==> config.mk <==
export PLATFORM = sky130hd
export DESIGN_NAME = uart_rx
export DESIGN_NICKNAME = d
export VERILOG_FILES = /design/src/rtl/uart_rx.sv
export SDC_FILE = /design/constraint.sdc
export NUM_CORES = 1
export LEC_CHECK = 0
export ABC_AREA = 1
export BUFFER_PORTS_ARGS = -buffer_cell sky130_fd_sc_hd__buf_2
export CAP_MARGIN = 0
export CORE_MARGIN = 2
export CORE_UTILIZATION = 50
export DETAILED_ROUTE_END_ITERATION = 8
export PLACE_DENSITY = 0.67
export RECOVER_POWER = 100
export SYNTH_ARGS = -nofsm -noshare
export SYNTH_HDL_FRONTEND = slang
export SYNTH_SLANG_ARGS = --single-unit
==> constraint.sdc <==
create_clock -name clkin -period 1.81 [get_ports clkin]
set_clock_uncertainty 0.1 [all_clocks]
set_input_delay 0 -clock clkin [delete_from_list [all_inputs] [get_ports clkin]]
set_output_delay 0 -clock clkin [all_outputs]
set_load 0.02 [all_outputs]
==> src/rtl/uart_rx.sv <==
// UART 8N1 receiver: two-flop synchroniser, mid-bit sampling,
// one-entry valid/ready holding register, framing/overrun pulses.
module uart_rx #(
   parameter int CLKS_PER_BIT = 16,
   parameter int DATA_BITS    = 8
) (
   input  logic                 clkin,
   input  logic                 reset_in,
   input  logic                 rx_in,
   output logic [DATA_BITS-1:0] data_out,
   output logic                 valid_out,
   input  logic                 ready_in,
   output logic                 frame_err_out,
   output logic                 overrun_out,
   output logic                 busy_out
);

   localparam int HALF = CLKS_PER_BIT / 2;
   localparam int CW   = $clog2(CLKS_PER_BIT);
   localparam int IW   = $clog2(DATA_BITS + 1);
   localparam logic [CW-1:0] HALF_END = CW'(HALF - 1);
   localparam logic [CW-1:0] BIT_END  = CW'(CLKS_PER_BIT - 1);
   localparam logic [IW-1:0] LAST_BIT = IW'(DATA_BITS - 1);

   typedef enum logic [2:0] {
      IDLE, START, DATA, STOP, BREAK
   } state_t;

   state_t st, nxt;

   logic                 rx_meta, rx_s;
   logic [CW-1:0]        cnt;
   logic [IW-1:0]        idx;
   logic [DATA_BITS-1:0] sh;
   logic                 pend;
   logic                 cnt_clr, smp, done, ferr;

   always_ff @(posedge clkin) begin
      if (reset_in) begin
         rx_meta <= 1'b1;
         rx_s    <= 1'b1;
      end else begin
         rx_meta <= rx_in;
         rx_s    <= rx_meta;
      end
   end

   always_ff @(posedge clkin) begin
      if (reset_in) st <= IDLE;
      else          st <= nxt;
   end

   always_comb begin
      nxt     = st;
      cnt_clr = 1'b0;
      smp     = 1'b0;
      done    = 1'b0;
      ferr    = 1'b0;
      unique case (st)
         IDLE: begin
            cnt_clr = 1'b1;
            if (!rx_s) nxt = START;
         end
         START: begin
            if (cnt == HALF_END) nxt = rx_s ? IDLE : DATA;
         end
         DATA: begin
            if (cnt == BIT_END) begin
               smp     = 1'b1;
               cnt_clr = 1'b1;
               if (idx == LAST_BIT) nxt = STOP;
            end
         end
         STOP: begin
            if (cnt == BIT_END) begin
               if (rx_s) begin
                  done = 1'b1;
                  nxt  = IDLE;
               end else begin
                  ferr = 1'b1;
                  nxt  = BREAK;
               end
            end
         end
         BREAK: begin
            cnt_clr = 1'b1;
            if (rx_s) nxt = IDLE;
         end
         default: nxt = IDLE;
      endcase
   end

   always_ff @(posedge clkin) begin
      if (reset_in) begin
         cnt <= '0;
         idx <= '0;
         sh  <= '0;
      end else begin
         if (nxt != st || cnt_clr) cnt <= '0;
         else                      cnt <= cnt + 1'b1;
         if (st == START) idx <= '0;
         else if (smp)    idx <= idx + 1'b1;
         if (smp) sh <= {rx_s, sh[DATA_BITS-1:1]};
      end
   end

   // Delivery is resolved one cycle after the stop sample.
   always_ff @(posedge clkin) begin
      if (reset_in) begin
         pend          <= 1'b0;
         data_out      <= '0;
         valid_out     <= 1'b0;
         frame_err_out <= 1'b0;
         overrun_out   <= 1'b0;
      end else begin
         pend          <= done;
         frame_err_out <= ferr;
         overrun_out   <= 1'b0;
         if (pend) begin
            if (!valid_out || ready_in) begin
               data_out  <= sh;
               valid_out <= 1'b1;
            end else begin
               overrun_out <= 1'b1;
            end
         end else if (valid_out && ready_in) begin
            valid_out <= 1'b0;
         end
      end
   end

   assign busy_out = (st != IDLE);

endmodule

==> run_results.csv <==
group,metric,value,unit
die,start_util,52.3,%
placed_design,gp_congestion,0.805,
sta,relSlewSlack,66.6,%
die,io_pins,16,
layout,filler_cell_count,251,
layout,syn2layout_area_growth,14.5,%
power,leakage,0.671,nW
placed_design,dp_hpwl,1.78,mm
power,total_power,1.16,mW
worst_setup_path,crit_fanout,15,
yosys,synthDistinctLibCells,21,
power,combinationalPowerShare,3.6,%
worst_setup_path,cp_slowest_cell,"dfxtp_1",
worst_setup_path,crit_top_cell,"nor2_1",
worst_setup_path,regToRegStartpoint,"cnt[0]$_SDFF_PP0_",
power,seqPwrFrac,63.2,%
sta,tightest_slew,499,ps
power,power_switching,0.264,mW
worst_setup_path,path_cells,"ha_1, nand3_2, nor2_4, nor2_1, nand2_1, nor2_1, nand2_2, nor2_1",
power,ir_drop,0.594,mV
yosys,synth-seq-cells,33,
die,die_height,54.9,um
placed_design,dp_cells,211,
yosys,synth_warnings,0,
worst_setup_path,path_delay_family,"simple AND/OR/NAND/NOR gates",
clocking,clock_latency,330,ps
layout,num-nets-final,199,
sta,grt_setup_unrepaired,"false",
detailed_routing,wirelength,2.46,mm
clocking,postCtsSetupBuffers,0,
power,p_int,0.896,mW
detailed_routing,wl_per_cell,11.0,um
die,die_area,3020,um^2
sta,hold_ws,339,ps
clocking,clkTransAtPathRegs,100,ps
yosys,netlist_area,1300,um^2
power,p_sw_share,22.8,%
sta,setup_viol,0,
yosys,ys_seq_area_share,51.0,%
global_routing,grt_max_degree,16,
detailed_routing,drtIter0Drc,25,
clocking,cts_resized,0,
die,core_area,2480,um^2
clocking,cts_buffers,5,
clocking,numClockSinks,33,
global_routing,first_global_vias,978,
worst_setup_path,cp_num_buf_inv,0,
worst_setup_path,slowest_delay,360,ps
detailed_routing,dr.pass1.iters,4,
sta,hold_violations,0,
clocking,htree_num_levels,2,
global_routing,grt_use_total,19.3,%
yosys,syn_nets,173,
layout,layout-drive-gt1-share,10.3,%
detailed_routing,via_count,1119,
worst_setup_path,critical_path_class,"reg -> reg",
clocking,root_buffer,"clkbuf_4",
clocking,cts_tree,"yes",
yosys,syn_area_per_cell,7.76,um^2
layout,final_cell_count_no_fill,224,
power,clock_power_share,33.2,%
sta,post-route-min-period,1550,ps
die,die_x,54.9,um
worst_setup_path,start_kind,"flip-flop",
power,power_density,782,nW/um^2
outcome,outcome,"finished, final reports clean",
layout,num_antenna_cells,0,
global_routing,antenna_found_initial,0,
clocking,postCtsHoldBufs,5,
worst_setup_path,cp-startpoint,"cnt[0]$_SDFF_PP0_",
detailed_routing,viasPerCell,5.00,
detailed_routing,final_antenna_net_count,0,
global_routing,grt-ovfl-total,0,
worst_setup_path,cp.required,1930,ps
hold_path,hold_class,"reg -> reg",
clocking,cts.path.max_buffers,2,
die,rows,18,
sta,slew_violations,0,
global_routing,grt_pass1_wl,4.00,mm
hold_path,min_from,"rx_meta$_SDFF_PP1_",
yosys,syn_inst,167,
worst_setup_path,end_kind,"flip-flop",
worst_setup_path,crit_arrival,1670,ps
placed_design,port_buffers,15,
sta,tns,0,ps
job,maxCapViolCount,0,
detailed_routing,route.detailed.drc,0,
sta,fmax,0.645,GHz
sta,fin_crit_sh,85.6,%
-- cell families (layout without fill, tap and decap cells) --
family | Yosys count | count (layout) | share of synthesized area (%)
AOI/OAI and AO/OA | 28 | 28 | 10.9
DFF | 33 | 33 | 51.0
adders and majority gates | 2 | 2 | 1.93
and+or+nand+nor | 87 | 87 | 29.9
buffers and inverters | 15 | 42 | 4.92
xor gates and xnor gates | 2 | 2 | 1.35
-- flip-flops by register name, indices dropped and copies added, names as in the netlist --
name	count
data_out	8
sh	8
cnt	4
idx	4
st	3
frame_err_out	1
overrun_out	1
pend	1
rx_meta	1
rx_s	1
valid_out	1
-- area by class of cell --
type                    instances  area (um^2)  share of cell area, %
repair buffers                 21          116                   7.84
multi-input cells             119          569                   38.4
inverters                      13         48.8                   3.29
flip-flops and latches         33          661                   44.5
clock inverters                 2         10.0                  0.675
well taps                      30         37.5                   2.53
clock buffers                   6         41.3                   2.78
-- power by group through the flow --
stage          Combinational [mW]  Sequential (mW)  Clock, mW
3_3_place_gp               0.0351            0.750          0
5_1_grt                    0.0473            0.734      0.424
6_report                   0.0417            0.733      0.385
2_1_floorplan              0.0234            0.749          0
4_1_cts                    0.0426            0.733      0.394
3_5_place_dp               0.0358            0.750          0
-- layout by cell type, fill, tap and decap left out, drive strengths merged, types with 3 or more instances in the layout --
cell type    count
o21ai           19
clkbuf          19
buf              3
nand2           19
inv             13
nor2            54
dlygate4sd3      5
nand3           10
a21oi            8
dfxtp           33
-- stage by stage --
step                util (%)  setup slack, ps  instance area, um^2
global route            59.9             66.0                 1480
detailed placement      56.6              247                 1400
floorplan                  -              438                 1300
finish                  59.9              260                 1480
CTS                     60.7              239                 1500
global placement        56.6              311                 1400
-- cells in the mapped netlist, drive strengths merged --
cell type | count | area share, %
xor2 | 1 | 0.68
xnor2 | 1 | 0.68
nor2 | 54 | 17
ha | 2 | 1.9
clkbuf | 1 | 0.29
dfxtp | 33 | 51
a21oi | 8 | 3.1
nand4 | 1 | 0.48
o21ai | 19 | 7.3
or2 | 2 | 0.97
buf | 1 | 0.87
nand2 | 19 | 6.5
nor3 | 1 | 0.39
inv | 13 | 3.8
a31oi | 1 | 0.48
nand3 | 10 | 4.2
-- layer usage --
layer  track usage [%]  part of all wire [%]  up-vias
li1                  -                     -      593
met1              21.8                    49      501
met2              31.3                    44       18
met3              5.65                   4.1        7
met4              13.4                   2.2        0
met5                 0                     0        -
-- final timing paths --
| check | end | slack (ps) | depth (start not counted) |
|---|---|---|---|
| worst max register to register | cnt[3]$_SDFF_PP0_ | 260 | 8 |
| worst min register to register | rx_s$_SDFF_PP1_ | 340 | 1 |
| worst max-delay path | cnt[3]$_SDFF_PP0_ | 260 | 8 |
| worst min-delay path | rx_s$_SDFF_PP1_ | 340 | 1 |
(Power assumes the default switching activity.)
